File: src/rtl/hazard_ctrl_pkg.sv
// Shared definitions for the Ak-16b hazard controller: FSM state encodings
// and EX operand forward-select codes.
package hazard_ctrl_pkg;

  typedef enum logic [1:0] {
    HZ_RUN    = 2'b00,
    HZ_DRAIN  = 2'b01,
    HZ_HALTED = 2'b10
  } hz_state_t;

  typedef logic [1:0] fwd_sel_t;

  localparam fwd_sel_t FWD_RF  = 2'b00;
  localparam fwd_sel_t FWD_MEM = 2'b01;
  localparam fwd_sel_t FWD_WB  = 2'b10;

endpackage

File: src/rtl/hazard_ctrl_if.sv
// Pipeline-side bundle between the Ak-16b stage registers and the hazard
// controller; the controller is the slave, the pipeline (or a bench) the master.
interface hazard_ctrl_if #(
  parameter int RA_W  = 4,
  parameter int CNT_W = 16
) ();

  logic            id_valid;
  logic [RA_W-1:0] id_rs;
  logic [RA_W-1:0] id_rt;
  logic            id_use_rs;
  logic            id_use_rt;
  logic            id_halt;
  logic            ex_valid;
  logic            ex_reg_write;
  logic            ex_mem_read;
  logic [RA_W-1:0] ex_rd;
  logic [RA_W-1:0] ex_rs;
  logic [RA_W-1:0] ex_rt;
  logic            ex_redirect;
  logic            mem_valid;
  logic            mem_reg_write;
  logic            mem_mem_read;
  logic            mem_mem_write;
  logic [RA_W-1:0] mem_rd;
  logic            mem_ready;
  logic            wb_valid;
  logic            wb_reg_write;
  logic [RA_W-1:0] wb_rd;

  logic             stall;
  logic             if_id_en;
  logic             id_ex_en;
  logic             ex_mem_en;
  logic             flush_if_id;
  logic             flush_id_ex;
  logic [1:0]       fwd_a;
  logic [1:0]       fwd_b;
  logic             halted;
  logic [CNT_W-1:0] stall_cnt;

  modport master (
    output id_valid, id_rs, id_rt, id_use_rs, id_use_rt, id_halt,
    output ex_valid, ex_reg_write, ex_mem_read, ex_rd, ex_rs, ex_rt, ex_redirect,
    output mem_valid, mem_reg_write, mem_mem_read, mem_mem_write, mem_rd, mem_ready,
    output wb_valid, wb_reg_write, wb_rd,
    input  stall, if_id_en, id_ex_en, ex_mem_en, flush_if_id, flush_id_ex,
    input  fwd_a, fwd_b, halted, stall_cnt
  );

  modport slave (
    input  id_valid, id_rs, id_rt, id_use_rs, id_use_rt, id_halt,
    input  ex_valid, ex_reg_write, ex_mem_read, ex_rd, ex_rs, ex_rt, ex_redirect,
    input  mem_valid, mem_reg_write, mem_mem_read, mem_mem_write, mem_rd, mem_ready,
    input  wb_valid, wb_reg_write, wb_rd,
    output stall, if_id_en, id_ex_en, ex_mem_en, flush_if_id, flush_id_ex,
    output fwd_a, fwd_b, halted, stall_cnt
  );

endinterface

File: src/rtl/hazard_ctrl_fwd_unit.sv
// Forwarding compare for one EX source operand: MEM-stage ALU result beats
// WB result; loads in MEM are excluded because their data is not ready yet.
module hazard_ctrl_fwd_unit
  import hazard_ctrl_pkg::*;
#(
  parameter int RA_W = 4
) (
  input  logic [RA_W-1:0] ex_src,
  input  logic            mem_valid,
  input  logic            mem_reg_write,
  input  logic            mem_mem_read,
  input  logic [RA_W-1:0] mem_rd,
  input  logic            wb_valid,
  input  logic            wb_reg_write,
  input  logic [RA_W-1:0] wb_rd,
  output fwd_sel_t        fwd_sel
);

  logic mem_hit_s;
  logic wb_hit_s;

  assign mem_hit_s = mem_valid & mem_reg_write & ~mem_mem_read &
                     (mem_rd != {RA_W{1'b0}}) & (mem_rd == ex_src);
  assign wb_hit_s  = wb_valid & wb_reg_write &
                     (wb_rd != {RA_W{1'b0}}) & (wb_rd == ex_src);

  // Priority select of the youngest producing stage
  always_comb begin
    fwd_sel = FWD_RF;
    if (mem_hit_s) begin
      fwd_sel = FWD_MEM;
    end else if (wb_hit_s) begin
      fwd_sel = FWD_WB;
    end else begin
      fwd_sel = FWD_RF;
    end
  end

endmodule

File: src/rtl/hazard_ctrl.sv
// Hazard and sequencing controller for the 5-stage Ak-16b core: memory-wait
// freeze, redirect flush, load-use bubble, halt drain and operand forwarding.
module hazard_ctrl
  import hazard_ctrl_pkg::*;
#(
  parameter int RA_W      = 4,
  parameter int DRAIN_CYC = 3,
  parameter int CNT_W     = 16
) (
  input logic          clk,
  input logic          rst,
  hazard_ctrl_if.slave pipe
);

  localparam int DC_W = (DRAIN_CYC < 1) ? 1 : $clog2(DRAIN_CYC + 1);
  localparam logic [DC_W-1:0]  DRAIN_LOAD = DC_W'(DRAIN_CYC);
  localparam logic [DC_W-1:0]  DC_ONE     = DC_W'(32'd1);
  localparam logic [DC_W-1:0]  DC_ZERO    = {DC_W{1'b0}};
  localparam logic [CNT_W-1:0] CNT_ONE    = CNT_W'(32'd1);
  localparam logic [CNT_W-1:0] CNT_MAX    = {CNT_W{1'b1}};

  hz_state_t        state_r;
  hz_state_t        state_nx_s;
  logic [DC_W-1:0]  drain_cnt_r;
  logic [DC_W-1:0]  drain_cnt_nx_s;
  logic             halted_r;
  logic [CNT_W-1:0] stall_cnt_r;

  logic     mem_busy_s;
  logic     load_use_s;
  logic     stall_s;
  logic     if_id_en_s;
  logic     id_ex_en_s;
  logic     ex_mem_en_s;
  logic     flush_if_id_s;
  logic     flush_id_ex_s;
  fwd_sel_t fwd_a_s;
  fwd_sel_t fwd_b_s;

  assign mem_busy_s = pipe.mem_valid & (pipe.mem_mem_read | pipe.mem_mem_write) &
                      ~pipe.mem_ready;

  // r0 is hardwired to zero, so a load targeting it never creates a dependency
  assign load_use_s = pipe.ex_valid & pipe.ex_mem_read &
                      (pipe.ex_rd != {RA_W{1'b0}}) & pipe.id_valid &
                      ((pipe.id_use_rs & (pipe.id_rs == pipe.ex_rd)) |
                       (pipe.id_use_rt & (pipe.id_rt == pipe.ex_rd)));

  // Next-state and pipeline control decode
  always_comb begin
    state_nx_s     = state_r;
    drain_cnt_nx_s = drain_cnt_r;
    stall_s        = 1'b0;
    if_id_en_s     = 1'b1;
    id_ex_en_s     = 1'b1;
    ex_mem_en_s    = 1'b1;
    flush_if_id_s  = 1'b0;
    flush_id_ex_s  = 1'b0;
    case (state_r)
      HZ_RUN: begin
        if (mem_busy_s) begin
          stall_s     = 1'b1;
          if_id_en_s  = 1'b0;
          id_ex_en_s  = 1'b0;
          ex_mem_en_s = 1'b0;
        end else if (pipe.ex_redirect) begin
          // PC takes the branch target; a halt decoded on the wrong path dies here
          flush_if_id_s = 1'b1;
          flush_id_ex_s = 1'b1;
        end else if (load_use_s) begin
          stall_s       = 1'b1;
          if_id_en_s    = 1'b0;
          flush_id_ex_s = 1'b1;
        end else if (pipe.id_valid & pipe.id_halt) begin
          stall_s        = 1'b1;
          if_id_en_s     = 1'b0;
          state_nx_s     = HZ_DRAIN;
          drain_cnt_nx_s = DRAIN_LOAD;
        end else begin
          state_nx_s = HZ_RUN;
        end
      end
      HZ_DRAIN: begin
        stall_s       = 1'b1;
        if_id_en_s    = 1'b0;
        flush_id_ex_s = 1'b1;
        if (mem_busy_s) begin
          id_ex_en_s  = 1'b0;
          ex_mem_en_s = 1'b0;
        end else if (drain_cnt_r <= DC_ONE) begin
          state_nx_s     = HZ_HALTED;
          drain_cnt_nx_s = DC_ZERO;
        end else begin
          drain_cnt_nx_s = drain_cnt_r - DC_ONE;
        end
      end
      HZ_HALTED: begin
        stall_s     = 1'b1;
        if_id_en_s  = 1'b0;
        id_ex_en_s  = 1'b0;
        ex_mem_en_s = 1'b0;
      end
      default: begin
        state_nx_s     = HZ_RUN;
        drain_cnt_nx_s = DC_ZERO;
      end
    endcase
  end

  // State, drain counter, halted flag and saturating stall statistic
  always_ff @(posedge clk) begin
    if (rst) begin
      state_r     <= HZ_RUN;
      drain_cnt_r <= DC_ZERO;
      halted_r    <= 1'b0;
      stall_cnt_r <= {CNT_W{1'b0}};
    end else begin
      state_r     <= state_nx_s;
      drain_cnt_r <= drain_cnt_nx_s;
      halted_r    <= (state_nx_s == HZ_HALTED);
      if (stall_s && (state_r != HZ_HALTED) && (stall_cnt_r != CNT_MAX)) begin
        stall_cnt_r <= stall_cnt_r + CNT_ONE;
      end else begin
        stall_cnt_r <= stall_cnt_r;
      end
    end
  end

  hazard_ctrl_fwd_unit #(.RA_W(RA_W)) u_fwd_a (
    .ex_src        (pipe.ex_rs),
    .mem_valid     (pipe.mem_valid),
    .mem_reg_write (pipe.mem_reg_write),
    .mem_mem_read  (pipe.mem_mem_read),
    .mem_rd        (pipe.mem_rd),
    .wb_valid      (pipe.wb_valid),
    .wb_reg_write  (pipe.wb_reg_write),
    .wb_rd         (pipe.wb_rd),
    .fwd_sel       (fwd_a_s)
  );

  hazard_ctrl_fwd_unit #(.RA_W(RA_W)) u_fwd_b (
    .ex_src        (pipe.ex_rt),
    .mem_valid     (pipe.mem_valid),
    .mem_reg_write (pipe.mem_reg_write),
    .mem_mem_read  (pipe.mem_mem_read),
    .mem_rd        (pipe.mem_rd),
    .wb_valid      (pipe.wb_valid),
    .wb_reg_write  (pipe.wb_reg_write),
    .wb_rd         (pipe.wb_rd),
    .fwd_sel       (fwd_b_s)
  );

  assign pipe.stall       = stall_s;
  assign pipe.if_id_en    = if_id_en_s;
  assign pipe.id_ex_en    = id_ex_en_s;
  assign pipe.ex_mem_en   = ex_mem_en_s;
  assign pipe.flush_if_id = flush_if_id_s;
  assign pipe.flush_id_ex = flush_id_ex_s;
  assign pipe.fwd_a       = fwd_a_s;
  assign pipe.fwd_b       = fwd_b_s;
  assign pipe.halted      = halted_r;
  assign pipe.stall_cnt   = stall_cnt_r;

endmodule

File: src/flat_wrapper.sv
// flat-port wrapper written by rule: the top's interface ports become plain ports
module hazard_ctrl_flat import hazard_ctrl_pkg::*;
#(
  parameter int RA_W      = 4,
  parameter int DRAIN_CYC = 3,
  parameter int CNT_W     = 16
)
  (clk, rst, pipe_id_valid, pipe_id_rs, pipe_id_rt, pipe_id_use_rs, pipe_id_use_rt, pipe_id_halt, pipe_ex_valid, pipe_ex_reg_write, pipe_ex_mem_read, pipe_ex_rd, pipe_ex_rs, pipe_ex_rt, pipe_ex_redirect, pipe_mem_valid, pipe_mem_reg_write, pipe_mem_mem_read, pipe_mem_mem_write, pipe_mem_rd, pipe_mem_ready, pipe_wb_valid, pipe_wb_reg_write, pipe_wb_rd, pipe_stall, pipe_if_id_en, pipe_id_ex_en, pipe_ex_mem_en, pipe_flush_if_id, pipe_flush_id_ex, pipe_fwd_a, pipe_fwd_b, pipe_halted, pipe_stall_cnt);
  hazard_ctrl_if #(.RA_W(RA_W), .CNT_W(CNT_W)) pipe_i ();
  input logic clk;
  input logic rst;
  input wire logic [$bits(pipe_i.id_valid)-1:0] pipe_id_valid;
  input wire logic [$bits(pipe_i.id_rs)-1:0] pipe_id_rs;
  input wire logic [$bits(pipe_i.id_rt)-1:0] pipe_id_rt;
  input wire logic [$bits(pipe_i.id_use_rs)-1:0] pipe_id_use_rs;
  input wire logic [$bits(pipe_i.id_use_rt)-1:0] pipe_id_use_rt;
  input wire logic [$bits(pipe_i.id_halt)-1:0] pipe_id_halt;
  input wire logic [$bits(pipe_i.ex_valid)-1:0] pipe_ex_valid;
  input wire logic [$bits(pipe_i.ex_reg_write)-1:0] pipe_ex_reg_write;
  input wire logic [$bits(pipe_i.ex_mem_read)-1:0] pipe_ex_mem_read;
  input wire logic [$bits(pipe_i.ex_rd)-1:0] pipe_ex_rd;
  input wire logic [$bits(pipe_i.ex_rs)-1:0] pipe_ex_rs;
  input wire logic [$bits(pipe_i.ex_rt)-1:0] pipe_ex_rt;
  input wire logic [$bits(pipe_i.ex_redirect)-1:0] pipe_ex_redirect;
  input wire logic [$bits(pipe_i.mem_valid)-1:0] pipe_mem_valid;
  input wire logic [$bits(pipe_i.mem_reg_write)-1:0] pipe_mem_reg_write;
  input wire logic [$bits(pipe_i.mem_mem_read)-1:0] pipe_mem_mem_read;
  input wire logic [$bits(pipe_i.mem_mem_write)-1:0] pipe_mem_mem_write;
  input wire logic [$bits(pipe_i.mem_rd)-1:0] pipe_mem_rd;
  input wire logic [$bits(pipe_i.mem_ready)-1:0] pipe_mem_ready;
  input wire logic [$bits(pipe_i.wb_valid)-1:0] pipe_wb_valid;
  input wire logic [$bits(pipe_i.wb_reg_write)-1:0] pipe_wb_reg_write;
  input wire logic [$bits(pipe_i.wb_rd)-1:0] pipe_wb_rd;
  output wire logic [$bits(pipe_i.stall)-1:0] pipe_stall;
  output wire logic [$bits(pipe_i.if_id_en)-1:0] pipe_if_id_en;
  output wire logic [$bits(pipe_i.id_ex_en)-1:0] pipe_id_ex_en;
  output wire logic [$bits(pipe_i.ex_mem_en)-1:0] pipe_ex_mem_en;
  output wire logic [$bits(pipe_i.flush_if_id)-1:0] pipe_flush_if_id;
  output wire logic [$bits(pipe_i.flush_id_ex)-1:0] pipe_flush_id_ex;
  output wire logic [$bits(pipe_i.fwd_a)-1:0] pipe_fwd_a;
  output wire logic [$bits(pipe_i.fwd_b)-1:0] pipe_fwd_b;
  output wire logic [$bits(pipe_i.halted)-1:0] pipe_halted;
  output wire logic [$bits(pipe_i.stall_cnt)-1:0] pipe_stall_cnt;
  assign pipe_i.id_valid = pipe_id_valid;
  assign pipe_i.id_rs = pipe_id_rs;
  assign pipe_i.id_rt = pipe_id_rt;
  assign pipe_i.id_use_rs = pipe_id_use_rs;
  assign pipe_i.id_use_rt = pipe_id_use_rt;
  assign pipe_i.id_halt = pipe_id_halt;
  assign pipe_i.ex_valid = pipe_ex_valid;
  assign pipe_i.ex_reg_write = pipe_ex_reg_write;
  assign pipe_i.ex_mem_read = pipe_ex_mem_read;
  assign pipe_i.ex_rd = pipe_ex_rd;
  assign pipe_i.ex_rs = pipe_ex_rs;
  assign pipe_i.ex_rt = pipe_ex_rt;
  assign pipe_i.ex_redirect = pipe_ex_redirect;
  assign pipe_i.mem_valid = pipe_mem_valid;
  assign pipe_i.mem_reg_write = pipe_mem_reg_write;
  assign pipe_i.mem_mem_read = pipe_mem_mem_read;
  assign pipe_i.mem_mem_write = pipe_mem_mem_write;
  assign pipe_i.mem_rd = pipe_mem_rd;
  assign pipe_i.mem_ready = pipe_mem_ready;
  assign pipe_i.wb_valid = pipe_wb_valid;
  assign pipe_i.wb_reg_write = pipe_wb_reg_write;
  assign pipe_i.wb_rd = pipe_wb_rd;
  assign pipe_stall = pipe_i.stall;
  assign pipe_if_id_en = pipe_i.if_id_en;
  assign pipe_id_ex_en = pipe_i.id_ex_en;
  assign pipe_ex_mem_en = pipe_i.ex_mem_en;
  assign pipe_flush_if_id = pipe_i.flush_if_id;
  assign pipe_flush_id_ex = pipe_i.flush_id_ex;
  assign pipe_fwd_a = pipe_i.fwd_a;
  assign pipe_fwd_b = pipe_i.fwd_b;
  assign pipe_halted = pipe_i.halted;
  assign pipe_stall_cnt = pipe_i.stall_cnt;
  hazard_ctrl #(.RA_W(RA_W), .DRAIN_CYC(DRAIN_CYC), .CNT_W(CNT_W)) u_core (.clk(clk), .rst(rst), .pipe(pipe_i));
endmodule
File: config.mk
export PLATFORM = sky130hd
export DESIGN_NAME = hazard_ctrl_flat
export DESIGN_NICKNAME = d
export VERILOG_FILES = /design/src/rtl/hazard_ctrl_pkg.sv /design/src/rtl/hazard_ctrl_if.sv /design/src/rtl/hazard_ctrl_fwd_unit.sv /design/src/rtl/hazard_ctrl.sv /design/src/flat_wrapper.sv
export SDC_FILE = /design/constraint.sdc
export NUM_CORES = 1
export LEC_CHECK = 0
export CORE_UTILIZATION = 35
export DETAILED_ROUTE_END_ITERATION = 7
export GPL_TIMING_DRIVEN = 0
export PLACE_DENSITY_LB_ADDON = 0.15
export SLEW_MARGIN = 20
export SYNTH_ARGS = -nofsm -noshare
export SYNTH_HDL_FRONTEND = slang
export SYNTH_SLANG_ARGS = --single-unit
File: constraint.sdc
create_clock -name clk -period 2.7 [get_ports clk]
set_input_delay 0.81 -clock clk [delete_from_list [all_inputs] [get_ports clk]]
set_output_delay 0.81 -clock clk [all_outputs]
set_load 0.02 [all_outputs]
==> key figures, run 1 <==
Power
  – Sequential share of power: 37.1%
  – Logic pwr share: 40.2%
  – Worst vdd ir: 254 µV
  – Clock share of power: 22.7%
  – Power Density: 347 nW/µm²
  – Leak: 1.02 nW
  – Sw frac: 33.2%
  – NetSw: 0.301 mW
  – P_int: 0.606 mW

Synthesis
  – Synth top area cells: dfxtp_1, xnor2_1, nor2_1, a21oi_1, ha_1
  – Number of synthesized flops with an enable pin: 0
  – Yosys reg bits: 21
  – Avg Inst Size Synth: 8.13 µm²
  – Syn nets: 257
  – Ys Warns: 0
  – Ys async rst share: 0%
  – Syn Inst Count: 207
  – Mapped Area: 1680 µm²
  – Yosys top cell by area: dfxtp_1
  – Top FF cell, synth: dfxtp_1
  – Sequential fraction of the synthesis area: 25.0%
  – Yosys top cell area share: 25.0%
  – Cell variety after synth: 52

Floorplan
  – Site row count: 24
  – Initial Util: 37.6%
  – Core area: 4470 µm²
  – Die ar.: 5090 µm²
  – IO Pins: 72
  – Die H: 71.3 µm
  – Die X: 71.3 µm

Detailed routing
  – DR iter-0 viols: 53
  – Post-DR vias/cell: 5.13
  – Drt pass-1 iters: 6
  – Via count: 1770
  – Drt total wl: 4500 µm
  – Post-DRT Antenna Nets: 0
  – Drt drc: 7
  – WL/cell: 13.0 µm

CTS
  – CTS tree: done
  – Cell at the root of the clock tree: clkbuf_8
  – Clk slew on worst S/H paths: 0.07 ns
  – Clock buffer depth: 2
  – CTS Sinks: 21
  – H-tree depth: 1
  – Worst-Skew Late Latency: 0.26 ns
  – CTS buffer count: 3
  – # hold bufs at CTS: 0

Timing
  – Final Hold Vio Count: 0
  – Slew Viols, Final: 0
  – Clk_skew: 0.00291 ns
  – Final critical-path share of the clock period: 107%
  – Worst Tran Pin Value: 0.596 ns
  – Final worst slack: -0.190 ns
  – RSZ-0062 raised after global routing: true
  – Slew headroom: 60.1%
  – Max Clock Freq: 346 MHz
  – Final setup fails: 3
  – Min cycle time layout: 2.89 ns

Placement
  – Routability congestion estimate from global placement: 0.791
  – Pre-CTS setup slack: -1.25 ns
  – Placed cells: 329
  – Final HPWL DP: 3290 µm
  – PortBufs: 70

Finish
  – Most common cell after layout, fill and taps aside: clkdlybuf4s50_1
  – Commonest cells after routing, fill and taps aside: clkdlybuf4s50_1, xnor2_1, nor2_1, dfxtp_1, dlygate4sd2_1
  – Nets: 344
  – Non-filler cells, final: 345
  – Share of layout cells above drive strength 1: 28.3%
  – Final Util: 58.5%
  – Area grow syn2layout: 55.5%
  – Antenna Cells: 0

Worst setup path
  – WP data arrival: 2.08 ns
  – CP startpoint kind: input pin
  – Critical path data required time: 1.89 ns
  – Critical path class: input pin to primary output
  – CP Max Fanout: 3
  – Endpoint type of the worst setup path: primary output

Global route
  – GRT Residual Overflow: 0
  – Vias in the first global route: 1726
  – Pin count of the biggest net entering global routing: 12
  – Antenna violations before repair: 0
  – First-pass GRT wire length: 7480 µm
  – All-Layer GR Usage: 17.9%

Worst hold path
  – Hold WC Path Type: flip-flop to flip-flop

Outcome
  – Violations in the final reports: DRC, setup timing
  – Run status: complete, but fails checks

Flow run
  – Max-Cap Viols: 0
==> cell usage after synthesis, types with 2 or more instances <==
| cell | instances |
|---|---|
| a21bo_2 | 2 |
| a21o_1 | 4 |
| a21oi_1 | 16 |
| a31o_2 | 4 |
| and3_1 | 4 |
| and4_1 | 2 |
| and4_4 | 2 |
| buf_4 | 3 |
| clkbuf_1 | 3 |
| dfxtp_1 | 21 |
| ha_1 | 5 |
| inv_1 | 10 |
| mux2i_1 | 2 |
| nand2_1 | 10 |
| nand2b_1 | 4 |
| nand3_1 | 9 |
| nand3b_1 | 2 |
| nand4_1 | 8 |
| nor2_1 | 26 |
| nor2b_1 | 2 |
| nor3_1 | 8 |
| nor4_1 | 3 |
| o21ai_0 | 4 |
| xnor2_1 | 20 |
| xor2_1 | 6 |
==> critical path, cell delays in order <==
cell and delay [ns]:
clkdlybuf4s15_1 0.17, xor2_1 0.14, nor3_1 0.20, and4_4 0.28
nor3b_4 0.06, buf_4 0.14, a21boi_4 0.15, buf_6 0.14
==> cell families (layout without fill, tap and decap cells) <==
family | after synthesis | in the layout | synth area share, %
adders and majority gates | 5 | 5 | 3.72
muxes | 4 | 4 | 2.53
DFF | 21 | 21 | 25.0
and+or+nand+nor | 89 | 89 | 29.4
AOI/OAI and AO/OA | 44 | 44 | 21.0
buffers and inverters | 18 | 104 | 4.83
xor gates and xnor gates | 26 | 26 | 13.5
==> flip-flops by register name (all words and copies together) (netlist names) <==
signal and flops:
u_core.pipe.stall_cnt 16, u_core.drain_cnt_r 2, u_core.pipe.halted 1, u_core.state_r 2
==> per-stage QoR <==
stage / hold slack [ns] / power (mW) / area (µm²) / setup TNS [ns]
final: 0.527 / 0.907 / 2620 / -0.518
after floorplan: 0.497 / 0.530 / 1700 / -0.0513
after global placement: 0.521 / 0.680 / 2460 / -12.98
after CTS: 0.531 / 0.902 / 2590 / -0.552
after detailed placement: 0.518 / 0.682 / 2460 / -14.36
after global routing: 0.573 / 0.966 / 2620 / -0.711
==> layer usage <==
| metal | track usage, % | up-vias | part of all wire, % |
|---|---|---|---|
| met4 | 2.89 | 0 | 0.47 |
| met1 | 21.6 | 804 | 42 |
| met5 | 0 | - | 0 |
| met2 | 33.1 | 55 | 50 |
| met3 | 3.52 | 3 | 7.7 |
| li1 | - | 908 | - |
==> power by group through the flow <==
stage	Clock (mW)	Combinational (mW)	Sequential, mW
after detailed placement	0	0.339	0.343
after global routing	0.230	0.398	0.339
after CTS	0.214	0.352	0.336
after global placement	0	0.337	0.343
after floorplan	0	0.181	0.349
final	0.206	0.365	0.336
==> area by class of cell <==
class | instances | area [µm²]
sequential | 21 | 422
multi-input combinational | 168 | 1300
timing repair buffer | 82 | 701
buffer | 8 | 46.3
tap | 52 | 65.1
clock buffer | 4 | 45.0
fill | 431 | 1860
inverter | 10 | 37.5
==> worst paths after layout <==
| path | from | to | slack (ns) | depth (start not counted) |
|---|---|---|---|---|
| max | pipe_id_rs[3] | pipe_stall | -0.19 | 8 |
| min | u_core.drain_cnt_r[0] | u_core.drain_cnt_r[0] | 0.53 | 2 |
| max reg2reg | u_core.state_r[0] | u_core.pipe.stall_cnt[9] | 0.23 | 9 |
| min reg2reg | u_core.drain_cnt_r[0] | u_core.drain_cnt_r[0] | 0.53 | 2 |
==> what timing repair did <==
action,4_1_cts,5_1_grt
setup endpoints to repair,21,11
gates resized for setup,130,22
setup buffers,8,4
pin swaps,25,13
(Power assumes the default switching activity.)
==> run 2, diff against run 1 <==
clock period = 3.3 ns   (was 2.7 ns; I/O delays follow)
==> key figures, run 2 (synthesized netlist as in run 1, its figures left out) <==
Outcome
  – Run status: complete, but fails checks
  – Violations in the final reports: DRC, setup timing

Worst hold path
  – Hold WC Path Type: flip-flop to flip-flop
  – Hold depth: 2

CTS
  – Clk slew on worst S/H paths: 0.07 ns
  – CTS buffer count: 3
  – CTS tree: done
  – H-tree depth: 1
  – Cell at the root of the clock tree: clkbuf_8
  – CTS Sinks: 21
  – # hold bufs at CTS: 0
  – Clock buffer depth: 2
  – Worst-Skew Late Latency: 0.26 ns

Power
  – Sequential share of power: 37.4%
  – NetSw: 0.240 mW
  – Leak: 1.06 nW
  – Power Density: 280 nW/µm²
  – Sw frac: 32.7%
  – Clock share of power: 23.1%
  – Logic pwr share: 39.5%
  – Worst vdd ir: 308 µV
  – P_int: 0.495 mW

Finish
  – Antenna Cells: 0
  – Largest register FFs: 16
  – Fillers: 454
  – Nets: 342
  – Final Util: 58.7%
  – Commonest cells after routing, fill and taps aside: clkdlybuf4s50_1, dfxtp_1, xnor2_1, nor2_1, dlygate4sd2_1
  – Share of layout cells above drive strength 1: 21.3%
  – Area grow syn2layout: 56.1%
  – Most common cell after layout, fill and taps aside: clkdlybuf4s50_1

Global route
  – Vias in the first global route: 1701
  – Antenna violations before repair: 0
  – GRT Residual Overflow: 0
  – All-Layer GR Usage: 17.8%
  – First-pass GRT wire length: 7440 µm
  – Pin count of the biggest net entering global routing: 12

Placement
  – Routability congestion estimate from global placement: 0.808
  – PortBufs: 70
  – Final HPWL DP: 3260 µm
  – Pre-CTS setup slack: -0.942 ns

Detailed routing
  – WL/cell: 13.2 µm
  – Via count: 1765
  – Drt pass-1 iters: 6
  – DR iter-0 viols: 31
  – Post-DRT Antenna Nets: 0
  – Drt drc: 7
  – Post-DR vias/cell: 5.15
  – Drt total wl: 4530 µm

Worst setup path
  – WP data arrival: 2.32 ns
  – CP Max Fanout: 3
  – Critical path data required time: 2.31 ns
  – R2R cell count: 10
  – Critical path class: input pin to primary output
  – CP startpoint kind: input pin
  – Endpoint type of the worst setup path: primary output

Timing
  – Clk_skew: 0.00589 ns
  – Slew headroom: 56.3%
  – Min cycle time layout: 3.31 ns
  – Worst Tran Pin Value: 0.653 ns
  – RSZ-0062 raised after global routing: true
  – Final Hold Vio Count: 0
  – Final critical-path share of the clock period: 100%
  – Worst hold slack: 0.533 ns
  – Final setup fails: 1
  – Slew Viols, Final: 0
  – Max Clock Freq: 303 MHz
  – Final worst slack: -0.00532 ns

Floorplan
  – Die X: 71.3 µm
  – Die ar.: 5090 µm²
  – Site row count: 24
  – Initial Util: 37.6%
  – Die H: 71.3 µm
  – IO Pins: 72
  – Core area: 4470 µm²

Flow run
  – Max-Cap Viols: 0
-- run 2: critical path: stages --
cell and delay (ns):
buf_8 0.10, nor4_4 0.26, nor2_2 0.08, and4_4 0.21, nor3b_4 0.29, nor2_1 0.08, o22ai_1 0.14, buf_4 0.16
-- run 2: layout make-up --
class | count | area, µm² | share of cell area [%]
Clock buffer | 4 | 45.0 | 1.72
Tap cell | 52 | 65.1 | 2.48
Inverter | 10 | 37.5 | 1.43
Timing Repair Buffer | 80 | 761 | 29.0
Sequential cell | 21 | 420 | 16.0
Multi-Input combinational cell | 168 | 1250 | 47.7
Buffer | 8 | 43.8 | 1.67
-- run 2: through the flow --
stage	cell area [µm²]	setup TNS, ns	power, mW	instances
3_5_place_dp	2450	-5.92	0.553	329
2_1_floorplan	1680	0	0.430	207
3_3_place_gp	2450	-5.86	0.552	329
5_1_grt	2630	-0.131	0.778	343
4_1_cts	2530	-0.0854	0.726	339
6_report	2630	-0.00532	0.735	343
-- run 2: final timing paths --
| path | start | end | slack (ns) |
|---|---|---|---|
| hold / removal | u_core.drain_cnt_r[0] | u_core.drain_cnt_r[0] | 0.53 |
| setup / recovery | pipe_ex_rd[1] | pipe_if_id_en | -0.005 |
| hold reg to reg | u_core.drain_cnt_r[0] | u_core.drain_cnt_r[0] | 0.53 |
| setup reg to reg | u_core.state_r[0] | u_core.pipe.stall_cnt[9] | 0.59 |
-- run 2: routing by layer --
layer  GRT usage [%]  vias up  share of wire [%]
met5               0        -                  0
met4            3.11        0               0.38
met3            3.94        4                6.8
met2            32.0       54                 48
met1            22.0      805                 44
li1                -      902                  -
-- run 2: timing repair --
item                                    CTS  global route
gates resized for setup                  79            34
endpoints found under the setup margin   10             8
pin swaps                                17            15
buffers inserted                          7             4
-- run 2: power groups by stage --
stage | combinational (mW) | clock, mW | sequential, mW
floorplan | 0.144 | 0 | 0.286
global placement | 0.272 | 0 | 0.281
detailed placement | 0.272 | 0 | 0.281
CTS | 0.276 | 0.175 | 0.275
global route | 0.314 | 0.186 | 0.277
finish | 0.290 | 0.170 | 0.275
